## src/rtl/coin_input_conditioner_if.sv

```systemverilog
// Sensor inputs and coin-code outputs of coin_input_conditioner.
// COIN_REJECT_EN adds the one-cycle reject strobe.
interface coin_input_conditioner_if;
  logic       sense_circle;
  logic       sense_triangle;
  logic       sense_pentagon;
  logic [1:0] CoinValue;
  logic       fifo_full;
  logic       overflow;
`ifdef COIN_REJECT_EN
  logic       reject;

  modport master (
    output sense_circle, sense_triangle, sense_pentagon,
    input  CoinValue, fifo_full, overflow, reject
  );
  modport slave (
    input  sense_circle, sense_triangle, sense_pentagon,
    output CoinValue, fifo_full, overflow, reject
  );
`else
  modport master (
    output sense_circle, sense_triangle, sense_pentagon,
    input  CoinValue, fifo_full, overflow
  );
  modport slave (
    input  sense_circle, sense_triangle, sense_pentagon,
    output CoinValue, fifo_full, overflow
  );
`endif
endinterface

```

## src/rtl/coin_input_conditioner.sv

```systemverilog
// Debounces three raw coin sensors and presents each coin on CoinValue as a hold + gap.
// Optional macro COIN_REJECT_EN: multi-sensor coins are rejected instead of priority-encoded.
module coin_input_conditioner #(
  parameter int DEBOUNCE_CYCLES = 4,
  parameter int HOLD_CYCLES     = 2,
  parameter int GAP_CYCLES      = 2,
  parameter int FIFO_DEPTH      = 4
) (
  input logic                    clock,
  input logic                    reset,
  coin_input_conditioner_if.slave bus
);
  localparam int DW = $clog2(DEBOUNCE_CYCLES + 1);
  localparam int HW = $clog2(HOLD_CYCLES + 1);
  localparam int GW = $clog2(GAP_CYCLES + 1);
  localparam int AW = $clog2(FIFO_DEPTH);
  localparam int CW = $clog2(FIFO_DEPTH + 1);

  typedef enum logic [1:0] {D_IDLE, D_QUAL, D_RELEASE, D_RQUAL} det_t;
  typedef enum logic [1:0] {S_IDLE, S_HOLD, S_GAP} seq_t;

  function automatic logic [1:0] encode(input logic [2:0] v);
    if (v[2])      return 2'b11;
    else if (v[1]) return 2'b10;
    else if (v[0]) return 2'b01;
    else           return 2'b00;
  endfunction

  // Two-flop synchronizers; bit order {pentagon, triangle, circle}
  logic [2:0] sync1, sync2, s;
  always_ff @(posedge clock or posedge reset) begin
    if (reset) begin
      sync1 <= 3'b000;
      sync2 <= 3'b000;
    end else begin
      sync1 <= {bus.sense_pentagon, bus.sense_triangle, bus.sense_circle};
      sync2 <= sync1;
    end
  end
  assign s = sync2;

  // Detector: one acceptance per press, and a debounced release before the next
  det_t            det_state;
  logic [DW-1:0]   det_cnt;
  logic [2:0]      det_v;
  logic            acc_valid;
  logic [1:0]      acc_code;
  logic            reject_r;

  always_ff @(posedge clock or posedge reset) begin
    if (reset) begin
      det_state <= D_IDLE;
      det_cnt   <= '0;
      det_v     <= 3'b000;
      acc_valid <= 1'b0;
      acc_code  <= 2'b00;
      reject_r  <= 1'b0;
    end else begin
      acc_valid <= 1'b0;
      reject_r  <= 1'b0;
      case (det_state)
        D_IDLE: begin
          if (s != 3'b000) begin
            det_state <= D_QUAL;
            det_cnt   <= DW'(1);
            det_v     <= s;
          end
        end
        D_QUAL: begin
          if (det_cnt == DW'(DEBOUNCE_CYCLES)) begin
            det_state <= D_RELEASE;
            acc_code  <= encode(det_v);
`ifdef COIN_REJECT_EN
            if ($countones(det_v) > 1) reject_r  <= 1'b1;
            else                       acc_valid <= 1'b1;
`else
            acc_valid <= 1'b1;
`endif
          end else if (s != det_v) begin
            if (s == 3'b000) begin
              det_state <= D_IDLE;
            end else begin
              det_v   <= s;
              det_cnt <= DW'(1);
            end
          end else begin
            det_cnt <= det_cnt + DW'(1);
          end
        end
        D_RELEASE: begin
          if (s == 3'b000) begin
            det_state <= D_RQUAL;
            det_cnt   <= DW'(1);
          end
        end
        D_RQUAL: begin
          if (s != 3'b000)                          det_state <= D_RELEASE;
          else if (det_cnt == DW'(DEBOUNCE_CYCLES)) det_state <= D_IDLE;
          else                                      det_cnt   <= det_cnt + DW'(1);
        end
        default: det_state <= D_IDLE;
      endcase
    end
  end

  // FIFO and sequencer handshake: the sequencer takes a code when idle or on
  // the last gap cycle, so queued coins follow each other with exactly GAP_CYCLES of 00.
  seq_t            seq_state;
  logic [HW-1:0]   hold_cnt;
  logic [GW-1:0]   gap_cnt;
  logic [1:0]      cv;
  logic [1:0]      mem [FIFO_DEPTH];
  logic [AW-1:0]   wr_ptr, rd_ptr;
  logic [CW-1:0]   count, count_nxt;
  logic            full_r, ovf_r;
  logic            seq_ready, fifo_empty, fifo_at_max, pop, bypass, push, drop;

  assign seq_ready   = (seq_state == S_IDLE) ||
                       ((seq_state == S_GAP) && (gap_cnt == GW'(GAP_CYCLES)));
  assign fifo_empty  = (count == '0);
  assign fifo_at_max = (count == CW'(FIFO_DEPTH));
  assign pop         = seq_ready && !fifo_empty;
  assign bypass      = seq_ready && fifo_empty && acc_valid;
  assign push        = acc_valid && !bypass && (!fifo_at_max || pop);
  assign drop        = acc_valid && !bypass && fifo_at_max && !pop;

  always_comb begin
    count_nxt = count;
    if (push && !pop)      count_nxt = count + CW'(1);
    else if (!push && pop) count_nxt = count - CW'(1);
  end

  always_ff @(posedge clock or posedge reset) begin
    if (reset) begin
      for (int i = 0; i < FIFO_DEPTH; i++) mem[i] <= 2'b00;
      wr_ptr <= '0;
      rd_ptr <= '0;
      count  <= '0;
      full_r <= 1'b0;
      ovf_r  <= 1'b0;
    end else begin
      if (push) begin
        mem[wr_ptr] <= acc_code;
        wr_ptr      <= wr_ptr + AW'(1);
      end
      if (pop) rd_ptr <= rd_ptr + AW'(1);
      count  <= count_nxt;
      full_r <= (count_nxt == CW'(FIFO_DEPTH));
      if (drop) ovf_r <= 1'b1;
    end
  end

  always_ff @(posedge clock or posedge reset) begin
    if (reset) begin
      seq_state <= S_IDLE;
      hold_cnt  <= '0;
      gap_cnt   <= '0;
      cv        <= 2'b00;
    end else begin
      case (seq_state)
        S_HOLD: begin
          if (hold_cnt == HW'(HOLD_CYCLES)) begin
            seq_state <= S_GAP;
            cv        <= 2'b00;
            gap_cnt   <= GW'(1);
          end else begin
            hold_cnt <= hold_cnt + HW'(1);
          end
        end
        default: begin
          if (!seq_ready) begin
            gap_cnt <= gap_cnt + GW'(1);
          end else if (pop) begin
            seq_state <= S_HOLD;
            cv        <= mem[rd_ptr];
            hold_cnt  <= HW'(1);
          end else if (bypass) begin
            seq_state <= S_HOLD;
            cv        <= acc_code;
            hold_cnt  <= HW'(1);
          end else begin
            seq_state <= S_IDLE;
          end
        end
      endcase
    end
  end

  assign bus.CoinValue = cv;
  assign bus.fifo_full = full_r;
  assign bus.overflow  = ovf_r;
`ifdef COIN_REJECT_EN
  assign bus.reject    = reject_r;
`endif
endmodule
```

## src/flat_wrapper.sv

```systemverilog
// flat-port wrapper written by rule: the top's interface ports become plain ports
module coin_input_conditioner_flat 
#(
  parameter int DEBOUNCE_CYCLES = 4,
  parameter int HOLD_CYCLES     = 2,
  parameter int GAP_CYCLES      = 2,
  parameter int FIFO_DEPTH      = 4
)
  (clock, reset, bus_sense_circle, bus_sense_triangle, bus_sense_pentagon, bus_CoinValue, bus_fifo_full, bus_overflow);
  coin_input_conditioner_if bus_i ();
  input logic clock;
  input logic reset;
  input wire logic [$bits(bus_i.sense_circle)-1:0] bus_sense_circle;
  input wire logic [$bits(bus_i.sense_triangle)-1:0] bus_sense_triangle;
  input wire logic [$bits(bus_i.sense_pentagon)-1:0] bus_sense_pentagon;
  output wire logic [$bits(bus_i.CoinValue)-1:0] bus_CoinValue;
  output wire logic [$bits(bus_i.fifo_full)-1:0] bus_fifo_full;
  output wire logic [$bits(bus_i.overflow)-1:0] bus_overflow;
  assign bus_i.sense_circle = bus_sense_circle;
  assign bus_i.sense_triangle = bus_sense_triangle;
  assign bus_i.sense_pentagon = bus_sense_pentagon;
  assign bus_CoinValue = bus_i.CoinValue;
  assign bus_fifo_full = bus_i.fifo_full;
  assign bus_overflow = bus_i.overflow;
  coin_input_conditioner #(.DEBOUNCE_CYCLES(DEBOUNCE_CYCLES), .HOLD_CYCLES(HOLD_CYCLES), .GAP_CYCLES(GAP_CYCLES), .FIFO_DEPTH(FIFO_DEPTH)) u_core (.clock(clock), .reset(reset), .bus(bus_i));
endmodule
```

## config.mk

```make
export PLATFORM = sky130hd
export DESIGN_NAME = coin_input_conditioner_flat
export DESIGN_NICKNAME = d
export VERILOG_FILES = /design/src/rtl/coin_input_conditioner_if.sv /design/src/rtl/coin_input_conditioner.sv /design/src/flat_wrapper.sv
export SDC_FILE = /design/constraint.sdc
export NUM_CORES = 1
export LEC_CHECK = 0
export ABC_AREA = 1
export CAP_MARGIN = 20
export CELL_PAD_IN_SITES_DETAIL_PLACEMENT = 0
export CELL_PAD_IN_SITES_GLOBAL_PLACEMENT = 1
export CORE_ASPECT_RATIO = 0.75
export CORE_MARGIN = 2
export CORE_UTILIZATION = 30
export CTS_BUF_LIST = sky130_fd_sc_hd__clkbuf_8 sky130_fd_sc_hd__clkbuf_16
export DETAILED_ROUTE_END_ITERATION = 10
export PLACE_DENSITY_LB_ADDON = 0.12
export SLEW_MARGIN = 20
export SYNTH_ARGS = -nofsm -noshare
export SYNTH_HDL_FRONTEND = slang
export SYNTH_SLANG_ARGS = --single-unit
```

## constraint.sdc

```tcl
create_clock -name clock -period 2.6 [get_ports clock]
set_input_delay 0.26 -clock clock [delete_from_list [all_inputs] [get_ports clock]]
set_output_delay 0.26 -clock clock [all_outputs]
set_load 0.05 [all_outputs]
```

==> flow_summary.json, run 1 <==
{
  "worstSetupEndpointType": "flip-flop",
  "postCtsSetupRepairBufs": 0,
  "synth_area_leaders": "dfrtp_1 (49%), nand2_1 (10%), inv_1 (7.4%), ha_1 (6.4%), o21ai_0 (5.6%)",
  "synth_seq_area_share_pct": 49.2,
  "clk_pin_slew_ns": 0.08,
  "clockBufferDepth": 2,
  "path_class": "flip-flop to flip-flop",
  "cp_slowest_cell": "dfrtp_1",
  "status": "completed",
  "endpoint": "u_core.mem[3]",
  "cp_data_required_time_ns": 2.77,
  "reg2reg_slack_ns": 0.79,
  "antenna_cells": 0,
  "syn_area_mm2": 0.00214,
  "cts_buffers": 5,
  "hold_violations": 0,
  "core_region_area_mm2": 0.00686,
  "maxCapViolations": 0,
  "grt_max_degree": 24,
  "yosysTopAreaCellShare_pct": 49.2,
  "crit_path_max_incr_delay_ns": 0.36,
  "postSynthAreaPerCell_um2": 8.51,
  "syn_nets": 267,
  "num_io_pins": 9,
  "grt_usage_pct": 11.6,
  "firstDrtPassIters": 4,
  "r2r_cells": 9,
  "num_rows": 26,
  "yosysUniqueCellTypes": 27,
  "wire_per_inst_um": 10.9,
  "port_buffers": 8,
  "tightestPinTransition_ns": 0.737,
  "die_area_mm2": 0.00782,
  "hp-class": "input pin to asynchronous set/reset pin",
  "max-slew-margin-rel_pct": 50.6,
  "fmax_mhz": 551,
  "arrival_ns": 1.98,
  "critPathLaunch": "u_core.gap_cnt[0]",
  "finalSetupViolations": 0,
  "post_cts_resized": 0,
  "antenna_found_initial": 0,
  "routabilityCongestion": 0.768,
  "start_util_pct": 31.1,
  "r2r-start": "u_core.gap_cnt[0]",
  "reg2reg_to": "u_core.mem[3]",
  "drt_first_iter_violations": 77,
  "rsz0062_at_grt": "no",
  "dp_hpwl_mm": 3.00,
  "p_per_area_mw_per_mm2": 1060,
  "via_per_inst": 4.18,
  "ir_drop_v": 0.000354,
  "grt_pass1_vias": 1531,
  "nFillCells": 717,
  "drv_slew": 0,
  "vias": 1516,
  "cp_max_fo": 11,
  "fin_worst_skew_ns": 0.00494,
  "grt_pass1_wl_mm": 7.21,
  "worstSetupStartpointType": "flip-flop",
  "synthCells": 251,
  "die_w_um": 101,
  "tritoncts": "built",
  "cts-root-buf": "clkbuf_8",
  "yosys_warnings": 0,
  "htree_levels": 2,
  "power_mw": 2.58,
  "drc_errors": 0,
  "p_leak_nw": 1.22,
  "fin_crit_ns": 1.81,
  "fin_nets": 280,
  "cts_hold_buf": 0,
  "area_delta_synth_final_pct": 14.0,
  "drive_gt1_share_pct": 7.55,
  "fin_setup_tns_ns": 0,
  "die_y_um": 77.1,
  "cts.sinks": 42,
  "yosys.area.top_type": "dfrtp_1",
  "overflow": 0,
  "stdcell_area_mm2": 0.00243,
  "multi_input_area_um2": 903,
  "insertion_delay_ns": 0.29,
  "drt_wl_total_mm": 3.97,
  "antenna_left": 0,
  "period_share_pct": 69.8,
  "place_area_mm2": 0.00233,
  "seq_area_mm2": 0.00105,
  "path_cells": "inv_1, ha_1, inv_1, a21oi_4, nand2_4, nand2_2, nand2_2, nor2_1, o21ai_0",
  "ys_ff_latch": 42
}
[synth_stat cells, drive strengths merged]
library cell	n
a21oi	12
buf	1
clkbuf	2
dfrtp	42
ha	11
inv	43
nand2	62
nand3	12
nand3b	2
nand4	6
nor2	22
nor3	1
o21ai	28
o21bai	1
o31ai	1
xnor2	3
xor2	2
[metal layers]
layer | routed length [um] | up-vias | GRT usage [%]
met4 | 42 | 0 | 2.97
li1 | - | 817 | -
met1 | 2340 | 679 | 18.1
met3 | 114 | 4 | 3.28
met2 | 1470 | 16 | 15.3
met5 | 0 | - | 0
[worst min path at each step]
stage,from,to,slack (ns)
2_1_floorplan,bus_sense_circle,u_core.sync1[0],0.29
3_3_place_gp,u_core.sync1[2],u_core.s[2],0.33
3_5_place_dp,u_core.sync1[1],u_core.s[1],0.34
4_1_cts,reset,u_core.bus.overflow,0.33
5_1_grt,reset,u_core.mem[5],0.35
6_report,reset,u_core.mem[5],0.31
[where the power goes]
part,internal (mW),switching [mW]
Sequential,0.844,0.174
Clock,0.283,0.226
Combinational,0.363,0.693
[registers in the layout (all words and copies together), names as in the netlist, 3 cells and up]
| register | cells |
|---|---|
| u_core.count | 3 |
| u_core.det_cnt | 3 |
| u_core.det_v | 3 |
| u_core.mem | 8 |
| u_core.s | 3 |
| u_core.sync1 | 3 |
[metrics by stage]
step	instances	util, %	setup WS, ns	hold slack [ns]
finish	363	35.5	0.786	0.308
global route	363	35.5	0.511	0.350
CTS	363	35.5	0.762	0.329
detailed placement	355	33.9	0.774	0.337
global placement	355	33.9	0.825	0.334
floorplan	251	-	1.06	0.291
[worst max-delay path, delay by kind of cell (launching register included)]
| family | cells | cell delay, ns |
|---|---|---|
| AO/OA/AOI/OAI | 2 | 0.35 |
| AND/OR/NAND/NOR | 4 | 0.61 |
| flip-flops | 1 | 0.36 |
| buffers and inverters | 2 | 0.17 |
| adder cells (fa/ha/maj) | 1 | 0.21 |
[kinds of logic (layout without fill, tap and decap cells)]
| family | Yosys count | count (layout) | synth area share (%) |
|---|---|---|---|
| xor gates and xnor gates | 5 | 5 | 2.05 |
| adders and majority gates | 11 | 11 | 6.44 |
| buffers and inverters | 46 | 60 | 8.49 |
| AOI/OAI and AO/OA | 42 | 42 | 11.5 |
| DFF | 42 | 42 | 49.2 |
| and+or+nand+nor | 105 | 105 | 22.3 |
[final cells by class]
cell class | instances | share of cell area (%)
multi-input cells | 163 | 37.1
well taps | 98 | 5.04
repair buffers | 9 | 3.60
flip-flops and latches | 42 | 43.2
clock buffers | 5 | 2.83
inverters | 43 | 6.63
clock inverters | 3 | 1.64
[cells in the final DEF, fill, tap and decap left out]
| master | count |
|---|---|
| dfrtp_1 | 42 |
| o21ai_4 | 1 |
| nand2_1 | 59 |
| clkinv_2 | 2 |
| bufinv_16 | 1 |
| nand3_1 | 12 |
| nor2_1 | 19 |
| o21ai_2 | 2 |
| inv_2 | 1 |
| nand4_1 | 6 |
| buf_4 | 1 |
| nor3_1 | 1 |
| xor2_1 | 2 |
| ha_1 | 11 |
| a21oi_1 | 11 |
| o31ai_1 | 1 |
| nand2_2 | 2 |
| nand2_4 | 1 |
| xnor2_1 | 3 |
| nor2_4 | 2 |
| nor2_8 | 1 |
| o21ai_1 | 1 |
| o21bai_1 | 1 |
| clkbuf_8 | 5 |
| inv_1 | 41 |
| clkdlybuf4s50_1 | 8 |
| clkinv_1 | 1 |
| nand3b_1 | 2 |
| o21ai_0 | 24 |
| a21oi_4 | 1 |
No activity file was read; power rests on OpenSTA's default activity.
==> run 2: changes to the inputs <==
==> constraint.sdc (replaced) <==
create_clock -name clock -period 1.5 [get_ports clock]
set_input_delay 0.15 -clock clock [delete_from_list [all_inputs] [get_ports clock]]
set_output_delay 0.15 -clock clock [all_outputs]
set_load 0.05 [all_outputs]
==> flow_summary.json, run 2 (synthesized netlist as in run 1, its figures left out) <==
{
  "worstSetupEndpointType": "flip-flop",
  "drv_slew": 0,
  "stdcell_area_mm2": 0.00272,
  "fmax_mhz": 670,
  "antenna_left": 0,
  "power_mw": 5.09,
  "dp_hpwl_mm": 3.26,
  "die_w_um": 101,
  "maxCapViolations": 0,
  "fin_crit_ns": 1.49,
  "worstSetupStartpointType": "flip-flop",
  "cts_hold_buf": 0,
  "swShare_pct": 42.4,
  "port_buffers": 8,
  "clk_pin_slew_ns": 0.08,
  "overflow": 0,
  "die_y_um": 77.1,
  "antenna_found_initial": 0,
  "largest_reg_flops": 8,
  "path_class": "flip-flop to flip-flop",
  "grt_usage_pct": 12.6,
  "reg2reg_to": "u_core.mem[7]",
  "htree_levels": 2,
  "cts.sinks": 42,
  "r2r_cells": 11,
  "antenna_cells": 0,
  "start_util_pct": 31.1,
  "max-slew-margin-rel_pct": 65.1,
  "routabilityCongestion": 0.728,
  "p_clk_share_pct": 17.1,
  "status": "completed",
  "intPower_mw": 2.93,
  "wire_per_inst_um": 11.4,
  "place_area_mm2": 0.00248,
  "via_per_inst": 4.29,
  "drc_errors": 0,
  "combPwrFrac_pct": 48.1,
  "fin_worst_skew_ns": 0.00469,
  "drt_wl_total_mm": 4.38,
  "p_leak_nw": 1.34,
  "ir_drop_v": 0.000803,
  "cts_buffers": 5,
  "nFillCells": 719,
  "tritoncts": "built",
  "arrival_ns": 1.73,
  "critPathLaunch": "u_core.gap_cnt[0]",
  "p_switching_mw": 2.16,
  "num_rows": 26,
  "period_share_pct": 99.6,
  "die_area_mm2": 0.00782,
  "clockBufferDepth": 2,
  "grt_pass1_vias": 1619,
  "grt_max_degree": 27,
  "sequentialPowerShare_pct": 34.8,
  "mostFrequentLayoutCells": "nand2_1 (50), dfrtp_1 (42), inv_1 (35)",
  "wl_met2_mm": 1.67,
  "hold_violations": 0,
  "wirelength_met1_mm": 2.47,
  "hp-class": "input pin to asynchronous set/reset pin",
  "drt_first_iter_violations": 36,
  "fin_nets": 300,
  "regMostFlops": "u_core.mem",
  "drive_gt1_share_pct": 26.0,
  "vias": 1644,
  "cts-root-buf": "clkbuf_8",
  "layout_commonest_cell": "nand2_1",
  "reg2reg_slack_ns": 0.007,
  "firstDrtPassIters": 4,
  "cp_data_required_time_ns": 1.74,
  "finalSetupViolations": 0,
  "r2r-start": "u_core.gap_cnt[0]",
  "fin_setup_tns_ns": 0,
  "insertion_delay_ns": 0.30,
  "core_region_area_mm2": 0.00686,
  "highest_layer": "met4",
  "rsz0062_at_grt": "yes",
  "num_io_pins": 9,
  "cp_max_fo": 8,
  "grt_pass1_wl_mm": 7.65,
  "endpoint": "u_core.mem[7]",
  "area_delta_synth_final_pct": 27.5,
  "tightestPinTransition_ns": 0.520,
  "wl_met3_um": 182,
  "p_per_area_mw_per_mm2": 1870
}
run 2: cell count changes in the layout (fill, tap and decap cells not counted), moves of 5 or more:
| cell | before | now |
|---|---|---|
| inv_2 | 1 | 6 |
| o21ai_0 | 24 | 17 |
| buf_4 | 1 | 20 |
| nand2_2 | 2 | 9 |
| nor2_1 | 19 | 14 |
| inv_1 | 41 | 35 |
| o21ai_1 | 1 | 7 |
| nand3_1 | 12 | 7 |
| nand2_1 | 59 | 50 |
run 2: stage by stage:
stage	util (%)	std cells	hold WS, ns	worst slack, ns
after detailed placement	36.2	374	0.338	-0.0563
after floorplan	-	251	0.181	0.0252
after global placement	36.2	374	0.334	-0.0538
after global routing	39.7	383	0.152	-0.0989
final	39.7	383	0.123	0.00669
after CTS	38.1	382	0.135	0.0169
run 2: what timing repair did:
| item | CTS | global route |
|---|---|---|
| endpoints found under the hold margin | 0 | 0 |
| pin swaps | 1 | 10 |
| buffers inserted | 0 | 1 |
| gates resized for setup | 8 | 37 |
| setup endpoints to repair | 12 | 27 |
run 2: how the worst min path moves through the flow:
stage | slack (ns) | to
final | 0.12 | u_core.seq_state[1]
after global routing | 0.15 | u_core.bus.fifo_full
after CTS | 0.13 | u_core.bus.fifo_full
after detailed placement | 0.34 | u_core.s[0]
after global placement | 0.33 | u_core.s[0]
after floorplan | 0.18 | u_core.sync1[0]
run 2: area by class of cell:
type	count	area [um2]	share of cell area, %
Tap cell	98	123	4.50
Inverter	43	164	6.02
Clock buffer	8	110	4.04
Sequential cell	42	1050	38.6
Multi-Input combinational cell	163	1020	37.5
Timing Repair Buffer	29	255	9.37
run 2: per-layer routing:
layer,vias to the layer above,GRT usage (%)
li1,861,-
met5,-,0
met3,6,4.38
met2,19,16.6
met4,0,3.24
met1,758,19.3
run 2: power by group through the flow:
stage	logic [mW]	clock network [mW]	registers, mW
2_1_floorplan	1.36	0	1.83
6_report	2.44	0.869	1.77
3_3_place_gp	2.18	0	1.79
4_1_cts	2.22	0.903	1.76
5_1_grt	2.81	0.954	1.84
3_5_place_dp	2.17	0	1.78
run 2: critical path, stage by stage (launching register included):
cell and delay [ns]:
dfrtp_1 0.37, inv_2 0.07, ha_4 0.15, inv_4 0.04, a21oi_4 0.17, nand2_4 0.07, nand2_4 0.09, nand2_8 0.07
buf_6 0.15, nor2_8 0.13, nand2_2 0.06, o21ai_2 0.05
